[src/rtl/vga_pkg.sv]
// Shared framebuffer definitions for the VGA subsystem.
// Holds the screen geometry, the pixel-write word carried between the
// requesters and the framebuffer, the arbiter grant encoding and a helper
// that tells whether a pixel lies on the visible screen.
package vga_pkg;

   localparam int FB_WIDTH  = 320;
   localparam int FB_HEIGHT = 200;
   localparam int FB_X_W    = 9;
   localparam int FB_Y_W    = 8;
   localparam int COLOR_W   = 8;

   typedef struct packed {
      logic [FB_X_W-1:0]  x;
      logic [FB_Y_W-1:0]  y;
      logic [COLOR_W-1:0] data;
   } fb_pixel_t;

   typedef enum logic {
      GRANT_A = 1'b0,
      GRANT_B = 1'b1
   } grant_t;

   function automatic logic pixel_in_range(input fb_pixel_t p);
      return (p.x < FB_X_W'(FB_WIDTH)) && (p.y < FB_Y_W'(FB_HEIGHT));
   endfunction

endpackage

[src/rtl/fb_pixel_fifo.sv]
// Synchronous FIFO of framebuffer pixel words.
// Ports:
//   clk, reset  - clock and synchronous active-high reset (pointers only)
//   push, din   - write request and word; ignored when full unless a pop
//                 happens at the same edge
//   pop, dout   - read request and head word (no read latency)
//   empty, full - occupancy flags from the wrap-bit pointer pair
module fb_pixel_fifo
   import vga_pkg::*;
#(
   parameter int DEPTH = 4
) (
   input  logic      clk,
   input  logic      reset,
   input  logic      push,
   input  logic      pop,
   input  fb_pixel_t din,
   output fb_pixel_t dout,
   output logic      empty,
   output logic      full
);

   localparam int AW = $clog2(DEPTH);

   fb_pixel_t      mem [DEPTH];
   logic [AW:0]    wr_ptr;
   logic [AW:0]    rd_ptr;
   logic           do_pop;
   logic           do_push;

   // A pop at the same edge frees the head slot, so a push into a full
   // FIFO is still accepted then; the write lands in the slot being read.
   assign do_pop  = pop && !empty;
   assign do_push = push && (!full || do_pop);

   assign empty = (wr_ptr == rd_ptr);
   assign full  = (wr_ptr[AW] != rd_ptr[AW]) &&
                  (wr_ptr[AW-1:0] == rd_ptr[AW-1:0]);
   assign dout  = mem[rd_ptr[AW-1:0]];

   always_ff @(posedge clk) begin
      if (reset) begin
         wr_ptr <= '0;
         rd_ptr <= '0;
      end else begin
         if (do_push) wr_ptr <= wr_ptr + (AW+1)'(1);
         if (do_pop)  rd_ptr <= rd_ptr + (AW+1)'(1);
      end
   end

   always_ff @(posedge clk) begin
      if (do_push) mem[wr_ptr[AW-1:0]] <= din;
   end

endmodule

[src/rtl/fb_write_arbiter.sv]
// Framebuffer write-port arbiter.
// Port A (UART command parser) issues one-cycle write strobes that are
// buffered in a FIFO; port B (fill/blit engine) uses valid/ready. A
// round-robin scheduler loads one registered output slot that drives the
// framebuffer with a valid/ready handshake. Off-screen pixels are consumed
// at grant but never reach the slot.
// Ports:
//   clk, reset                       - clock, synchronous active-high reset
//   a_write_enable/x/y/data          - port A strobe and pixel
//   a_overflow, overflow_count       - dropped-write pulse and saturating count
//   b_valid, b_ready, b_x/y/data     - port B request handshake and pixel
//   fb_write_enable/x/y/data, fb_ready - framebuffer write handshake
//   busy                             - FIFO non-empty or slot occupied
module fb_write_arbiter
   import vga_pkg::*;
#(
   parameter int FIFO_DEPTH = 4
) (
   input  logic               clk,
   input  logic               reset,
   input  logic               a_write_enable,
   input  logic [FB_X_W-1:0]  a_write_x,
   input  logic [FB_Y_W-1:0]  a_write_y,
   input  logic [COLOR_W-1:0] a_write_data,
   output logic               a_overflow,
   output logic [7:0]         overflow_count,
   input  logic               b_valid,
   output logic               b_ready,
   input  logic [FB_X_W-1:0]  b_x,
   input  logic [FB_Y_W-1:0]  b_y,
   input  logic [COLOR_W-1:0] b_data,
   output logic               fb_write_enable,
   output logic [FB_X_W-1:0]  fb_write_x,
   output logic [FB_Y_W-1:0]  fb_write_y,
   output logic [COLOR_W-1:0] fb_write_data,
   input  logic               fb_ready,
   output logic               busy
);

   fb_pixel_t a_pix;
   fb_pixel_t b_pix;
   fb_pixel_t head;
   fb_pixel_t grant_pix;
   fb_pixel_t slot_p0;
   logic      vld_p0;
   logic      fifo_empty;
   logic      fifo_full;
   logic      load_ok;
   logic      grant_a;
   logic      grant_b;
   logic      drop;
   grant_t    last_grant;

   assign a_pix = '{x: a_write_x, y: a_write_y, data: a_write_data};
   assign b_pix = '{x: b_x, y: b_y, data: b_data};

   fb_pixel_fifo #(
      .DEPTH (FIFO_DEPTH)
   ) u_fifo (
      .clk   (clk),
      .reset (reset),
      .push  (a_write_enable),
      .pop   (grant_a),
      .din   (a_pix),
      .dout  (head),
      .empty (fifo_empty),
      .full  (fifo_full)
   );

   // The slot may take a new pixel when it is empty or its current write
   // completes at this edge.
   assign load_ok = !vld_p0 || fb_ready;

   // B is offered the port unless the FIFO is waiting and A is owed a turn.
   assign b_ready = load_ok && (fifo_empty || (last_grant == GRANT_A));
   assign grant_b = b_valid && b_ready;
   assign grant_a = load_ok && !fifo_empty &&
                    (!b_valid || (last_grant == GRANT_B));

   assign grant_pix = grant_a ? head : b_pix;

   // The FIFO's own guard agrees: full with no pop means the push is lost.
   assign drop = a_write_enable && fifo_full && !grant_a;

   // ---- output slot (stage p0) ----
   always_ff @(posedge clk) begin
      if (reset) begin
         vld_p0     <= 1'b0;
         slot_p0    <= '0;
         last_grant <= GRANT_B;
      end else begin
         if ((grant_a || grant_b) && pixel_in_range(grant_pix)) begin
            vld_p0  <= 1'b1;
            slot_p0 <= grant_pix;
         end else if (fb_ready) begin
            vld_p0  <= 1'b0;
         end
         if (grant_a)      last_grant <= GRANT_A;
         else if (grant_b) last_grant <= GRANT_B;
      end
   end

   always_ff @(posedge clk) begin
      if (reset) begin
         a_overflow     <= 1'b0;
         overflow_count <= '0;
      end else begin
         a_overflow <= drop;
         if (drop && (overflow_count != 8'hFF))
            overflow_count <= overflow_count + 8'd1;
      end
   end

   assign fb_write_enable = vld_p0;
   assign fb_write_x      = slot_p0.x;
   assign fb_write_y      = slot_p0.y;
   assign fb_write_data   = slot_p0.data;
   assign busy            = !fifo_empty || vld_p0;

endmodule

[config.mk]
export PLATFORM = sky130hd
export DESIGN_NAME = fb_write_arbiter
export DESIGN_NICKNAME = d
export VERILOG_FILES = /design/src/rtl/vga_pkg.sv /design/src/rtl/fb_pixel_fifo.sv /design/src/rtl/fb_write_arbiter.sv
export SDC_FILE = /design/constraint.sdc
export NUM_CORES = 1
export LEC_CHECK = 0
export BUFFER_PORTS_ARGS = -buffer_cell sky130_fd_sc_hd__buf_2
export CORE_ASPECT_RATIO = 1.75
export CORE_MARGIN = 2
export CORE_UTILIZATION = 40
export CTS_CLUSTER_SIZE = 12
export DETAILED_ROUTE_END_ITERATION = 7
export GPL_TIMING_DRIVEN = 0
export SLEW_MARGIN = 20
export SYNTH_ARGS = -nofsm -noshare
export SYNTH_HDL_FRONTEND = slang
export SYNTH_SLANG_ARGS = --single-unit
[constraint.sdc]
create_clock -name clk -period 4.6 [get_ports clk]
set_input_delay 1.15 -clock clk [delete_from_list [all_inputs] [get_ports clk]]
set_output_delay 1.15 -clock clk [all_outputs]
set_load 0.02 [all_outputs]
==> impl_metrics.tcl, run 1 <==
set metrics [dict create \
    hp-class "reg -> reg" \
    finalSetupViolCount 0 \
    dp.cells 632 \
    synth_cell_type_count 39 \
    powerDensity_nw_per_um2 614 \
    postCtsHoldBufs 0 \
    post_cts_resized 0 \
    cts_tree "built" \
    synthAdderAreaFrac 0.0128 \
    rsz0062_at_grt "false" \
    final.min_clock_period_ps 3070 \
    max_freq_ghz 0.326 \
    tightest_slew_ps 874 \
    die_area_um2 15700 \
    setup_tns_ps 0 \
    globalRouteMet3Util 0.0459 \
    chipHeight_um 164 \
    use_met2 0.314 \
    clk_latency_ps 420 \
    placed_cell_area_um2 6650 \
    p_clk_frac 0.297 \
    io_pins 92 \
    synth_mux_area_frac 0.144 \
    hpwl_um 9340 \
    cp_slowest_stage_delay_ps 400 \
    layout.cells.non_filler 665 \
    wl_per_cell_um 19.2 \
    nets 532 \
    syn2layout_area_growth_pct 23.3 \
    grt_use_met1 0.190 \
    switching_share 0.329 \
    gp_congestion 0.760 \
    min_period_over_period 0.667 \
    dr.pass1.iters 4 \
    initial_core_util 0.408 \
    clockRootBuffer "clkbuf_16" \
    syn_area_per_cell_um2 16.4 \
    design_area_um2 7220 \
    numCtsBuffers 17 \
    clk_pin_slew_ps 60 \
    cap_violations 0 \
    postCtsSetupBuffers 0 \
    coreArea_um2 14400 \
    grtUsageTotal 0.174 \
    slowest_stage "nor2b_1" \
    vias_per_cell 5.11 \
    fin_total_pwr_mw 4.43 \
    comb_power_share 0.341 \
    rows 58 \
    worst-setup-path-type "in -> out" \
    hold_viol 0 \
    synth_area_um2 5860 \
    synthesis.nets 419 \
    drive_gt1_frac 0.393 \
    r2r_end "fb_write_x[5]$_SDFFE_PP0P_" \
    antenna_found_initial 1 \
    clockBufferDepth 2 \
    gr-total-overflow 0 \
    rr_worst_depth 8 \
    drt-initial-drc-count 161 \
    ys_ff_latch 144 \
    required_ps 3450 \
    crit_end "b_ready" \
    final_util 0.502 \
    syn_inst 358 \
    synth_top_family_by_area "multiplexers" \
    cp.arrival_ps 1920 \
    path_cells "buf_2 -> nor2b_1 -> a21oi_1 -> buf_2" \
    p_seq_frac 0.363 \
    synthSimpleGateAreaFrac 0.0427 \
    synth.yosys.seq_area_share 0.663 \
    fp.dieW_um 95.5 \
    grt-busiest-layer "met2" \
    grt_pass1_wl_um 19600 \
    cts-htree-levels 4 \
    cp-end-kind "primary output" \
    internal_power_mw 2.97 \
    vias 3395 \
    min-delay-start "fb_write_y[6]$_SDFFE_PP0P_" \
    grt_max_degree 19 \
    p_leak_nw 2.63 \
    synth_warnings 0 \
    reg2reg_slack_ps 1770 \
    synthXorXnorAreaFrac 0.0209 \
    critical_path.max_fanout 5 \
    p_sw_mw 1.46 \
    finalMaxSlewViolations 0 \
    clock-sinks 144 \
    antenna_left 0 \
    status "finished, final reports clean" \
    ir_worst_vdd_uv 367 \
    routed_wirelength_um 12800 \
    relSlewSlack 0.417 \
    drc 0 \
    grt_pass1_vias 3674 \
    worst_setup_path_start_kind "primary input" \
    synth_compound_area_frac 0.0900 \
    crit_start "fb_ready" \
    io_buffers 90 \
    fin_skew_ps 10.5 \
    cpMostUsedCell "buf_2" \
]
worst max-delay path, delay by kind of cell:
kind,cells,cell delay (ps)
buffers and inverters,2,280
and+or+nand+nor,1,400
AOI/OAI and AO/OA,1,80
per-layer routing:
layer / wire length [µm] / vias to the layer above
met2: 7280 / 80
met5: 0 / -
met4: 171 / 0
met1: 4750 / 1680
met3: 571 / 11
li1: - / 1624
worst min-delay path by stage:
stage / endpoint / depth (start not counted)
final: fb_write_y[6]$_SDFFE_PP0P_ / 1
after global routing: fb_write_y[6]$_SDFFE_PP0P_ / 1
after CTS: fb_write_y[6]$_SDFFE_PP0P_ / 1
after detailed placement: fb_write_y[6]$_SDFFE_PP0P_ / 1
after global placement: fb_write_y[7]$_SDFFE_PP0P_ / 1
after floorplan: last_grant$_SDFFE_PP1P_ / 1
power groups by stage:
stage	sequential [mW]	clock (mW)	combinational, mW
2_1_floorplan	1.72	0	1.02
3_3_place_gp	1.63	0	1.48
3_5_place_dp	1.63	0	1.53
4_1_cts	1.61	1.34	1.53
5_1_grt	1.62	1.39	1.63
6_report	1.61	1.31	1.51
registers in the layout, summed over array words and instances (netlist names), named ones only:
register and cells:
fb_write_x 9, a_overflow 1, u_fifo.mem 100, fb_write_y 8, fb_write_enable 1, u_fifo.rd_ptr 3
last_grant 1, overflow_count 8, u_fifo.wr_ptr 3, fb_write_data 8
per-stage QoR:
stage	hold slack, ps	setup WS [ps]
after global routing	481	1460
final	468	1530
after detailed placement	461	1190
after global placement	449	861
after floorplan	500	1650
after CTS	474	1530
Yosys cell counts:
cell type / instances / area share
a211oi_4: 1 / 0.0034
o21ai_0: 3 / 0.0026
nand4_1: 1 / 0.0011
a31o_2: 1 / 0.0015
a211oi_1: 4 / 0.0051
a21oi_1: 28 / 0.024
and3_4: 1 / 0.0019
o21a_1: 2 / 0.0026
nand3b_1: 1 / 0.0013
xnor2_1: 11 / 0.016
a221o_1: 1 / 0.0017
a311oi_2: 1 / 0.0026
nand2_1: 8 / 0.0051
a311oi_1: 1 / 0.0015
a211oi_2: 18 / 0.038
o22ai_4: 1 / 0.0034
inv_1: 5 / 0.0032
buf_2: 8 / 0.0068
or2_2: 1 / 0.0011
mux4_2: 25 / 0.096
and2_1: 5 / 0.0053
nor3b_1: 1 / 0.0013
nor3_1: 4 / 0.0034
ha_1: 6 / 0.013
dfxtp_1: 44 / 0.15
edfxtp_1: 100 / 0.51
buf_1: 1 / 0.00064
o211ai_1: 1 / 0.0013
mux2i_1: 27 / 0.046
or3_1: 1 / 0.0011
nor2_1: 21 / 0.013
nand3_1: 4 / 0.0034
buf_6: 6 / 0.012
clkbuf_1: 6 / 0.0038
mux2_2: 1 / 0.0019
xor2_1: 3 / 0.0045
nand2b_1: 1 / 0.0011
o2111a_1: 1 / 0.0019
nor2b_1: 3 / 0.0032
placed cells by master, fill, tap and decap left out, drive strengths merged, types with 4 or more instances in the layout:
| cell type | synthesis | routed |
|---|---|---|
| buf | 15 | 109 |
| edfxtp | 100 | 100 |
| dfxtp | 44 | 44 |
| a21oi | 28 | 28 |
| mux2i | 27 | 27 |
| mux4 | 25 | 25 |
| clkbuf | 6 | 25 |
| a211oi | 23 | 23 |
| nor2 | 21 | 21 |
| xnor2 | 11 | 11 |
| nand2 | 8 | 8 |
| inv | 5 | 7 |
| ha | 6 | 6 |
| and2 | 5 | 5 |
| clkinv | 0 | 5 |
| nand3 | 4 | 4 |
| nor3 | 4 | 4 |
| clkinvlp | 0 | 4 |
logic make-up after synthesis:
logic type	count (synthesis)
adders and majority gates	6
AOI/OAI and AO/OA	63
DFF	144
and+or+nand+nor	52
buffers and inverters	26
xor gates and xnor gates	14
muxes	53
cell type report:
type	count	area, µm²
Fill cell	1239	7150
Sequential cell	144	3880
Multi-Input combinational cell	188	1820
Timing Repair Buffer	94	561
Clock buffer	19	433
Tap cell	180	225
Clock inverter	13	138
Buffer	21	134
Inverter	5	18.8
Antenna cell	1	2.50
No activity file was read; power rests on OpenSTA's default activity.
==> run 2, diff against run 1 <==
==> constraint.sdc (replaced) <==
create_clock -name clk -period 2.9 [get_ports clk]
set_input_delay 0.725 -clock clk [delete_from_list [all_inputs] [get_ports clk]]
set_output_delay 0.725 -clock clk [all_outputs]
set_load 0.02 [all_outputs]
==> run 2 against run 1 <==
Net effect: sequential share of layout area hardly changed; final area is essentially flat; utilization barely moved; register-to-register slack worse by 1500 ps; via count decreased by 0.27%.
==> impl_metrics.tcl, run 2 (synthesis results as in run 1) <==
set metrics [dict create \
    status "finished, final reports clean" \
    cp_slowest_stage_delay_ps 500 \
    dp_slack_ps -85.5 \
    antenna_left 0 \
    r2r_end "fb_write_x[4]$_SDFFE_PP0P_" \
    die_area_um2 15700 \
    rsz0062_at_grt "false" \
    critical_path.max_fanout 10 \
    finalSetupViolCount 0 \
    gr-total-overflow 0 \
    crit_family "compound AO/OA/AOI/OAI gates" \
    post_cts_resized 0 \
    path_cells "xnor2_1 -> a311oi_2 -> mux2_2 -> o22ai_4 -> and2_1 -> buf_6 -> buf_6 -> a211oi_2" \
    cp.buffers_inverters 2 \
    final_util 0.503 \
    grt_pass1_wl_um 19600 \
    worst-setup-path-type "reg -> reg" \
    cpMostUsedCell "buf_6" \
    grt_pass1_vias 3674 \
    nets 532 \
    numCtsBuffers 17 \
    dp.cells 632 \
    required_ps 3160 \
    postCtsSetupBuffers 0 \
    powerDensity_nw_per_um2 974 \
    syn2layout_area_growth_pct 23.3 \
    dr.pass1.iters 4 \
    initial_core_util 0.408 \
    cts-htree-levels 4 \
    rows 58 \
    cts_tree "built" \
    coreArea_um2 14400 \
    cp-end-kind "flip-flop" \
    gp_congestion 0.760 \
    placed_cell_area_um2 6650 \
    clk_latency_ps 420 \
    hold_viol 0 \
    worst_setup_path_start_kind "flip-flop" \
    reg2reg_slack_ps 280 \
    clock-sinks 144 \
    tightest_slew_ps 878 \
    drt-initial-drc-count 163 \
    design_area_um2 7220 \
    wl_per_cell_um 19.2 \
    clockBufferDepth 2 \
    antenna_found_initial 1 \
    cap_violations 0 \
    final.min_clock_period_ps 2620 \
    rr_worst_depth 8 \
    ir_worst_vdd_uv 582 \
    finalMaxSlewViolations 0 \
    io_pins 92 \
    hpwl_um 9340 \
    layout_commonest_cell "edfxtp_1" \
    hold_depth 1 \
    grt_max_degree 19 \
    min_period_over_period 0.903 \
    slowest_stage "a311oi_2" \
    layout_setup_ws_ps 281 \
    max_freq_ghz 0.382 \
    drive_gt1_frac 0.395 \
    vias_per_cell 5.09 \
    cp.arrival_ps 2880 \
    layout_common_cells "edfxtp_1 (100), buf_2 (98), dfxtp_1 (44)" \
    vias 3386 \
    p_leak_nw 2.63 \
    layout.cells.non_filler 665 \
    clockRootBuffer "clkbuf_16" \
    postCtsHoldBufs 0 \
    fin_skew_ps 10.6 \
    clk_pin_slew_ps 60 \
    drc 0 \
    grtUsageTotal 0.174 \
    fp.dieW_um 95.5 \
    nFillCells 1238 \
    largest_register_ffs 100 \
    hp-class "reg -> reg" \
    relSlewSlack 0.415 \
    chipHeight_um 164 \
    min-delay-start "fb_write_y[6]$_SDFFE_PP0P_" \
    min_to "fb_write_y[6]$_SDFFE_PP0P_" \
    io_buffers 90 \
    routed_wirelength_um 12800 \
    rr_startpoint "u_fifo.wr_ptr[0]$_SDFFE_PP0N_" \
]
## run 2: through the flow
step / hold slack [ps] / power [mW] / setup TNS (ps)
6_report: 467 / 7.03 / 0
4_1_cts: 474 / 7.11 / 0
3_3_place_gp: 449 / 4.94 / -38880
2_1_floorplan: 500 / 4.35 / 0
5_1_grt: 481 / 7.36 / 0
3_5_place_dp: 461 / 5.02 / -872
## run 2: power breakdown
part / internal (mW) / total (mW) / leakage [nW] / switching, mW
clock: 1.26 / 2.09 / 0.265 / 0.822
sequential: 2.44 / 2.55 / 1.28 / 0.113
combinational: 1.02 / 2.40 / 1.09 / 1.38
## run 2: worst max path at each step
stage / endpoint / start / cells past startpoint / slack (ps)
2_1_floorplan: u_fifo.mem[3][0]$_DFFE_PP_ / b_valid / 4 / 370
3_3_place_gp: u_fifo.mem[3][6]$_DFFE_PP_ / b_valid / 5 / -410
3_5_place_dp: fb_write_x[2]$_SDFFE_PP0P_ / b_valid / 8 / -90
4_1_cts: fb_write_x[2]$_SDFFE_PP0P_ / flip-flop / 8 / 80
5_1_grt: fb_write_x[2]$_SDFFE_PP0P_ / u_fifo.wr_ptr[0]$_SDFFE_PP0N_ / 7 / 110
6_report: fb_write_x[4]$_SDFFE_PP0P_ / u_fifo.wr_ptr[0]$_SDFFE_PP0N_ / 8 / 280
## run 2: routing by layer
metal	wire [µm]	GRT usage	vias to the layer above
li1	-	-	1624
met1	4780	0.190	1672
met2	7320	0.314	80
met3	534	0.0459	10
met4	159	0.0727	0
met5	0	0	-
## run 2: final cells by class
class	count	area (µm²)	share of cell area
diodes	1	2.50	0.000347
plain buffers	21	135	0.0187
clock buffers	19	433	0.0600
clock inverters	13	138	0.0191
inverters	5	18.8	0.00260
multi-input cells	188	1820	0.253
flip-flops and latches	144	3880	0.538
well taps	180	225	0.0312
repair buffers	94	561	0.0776
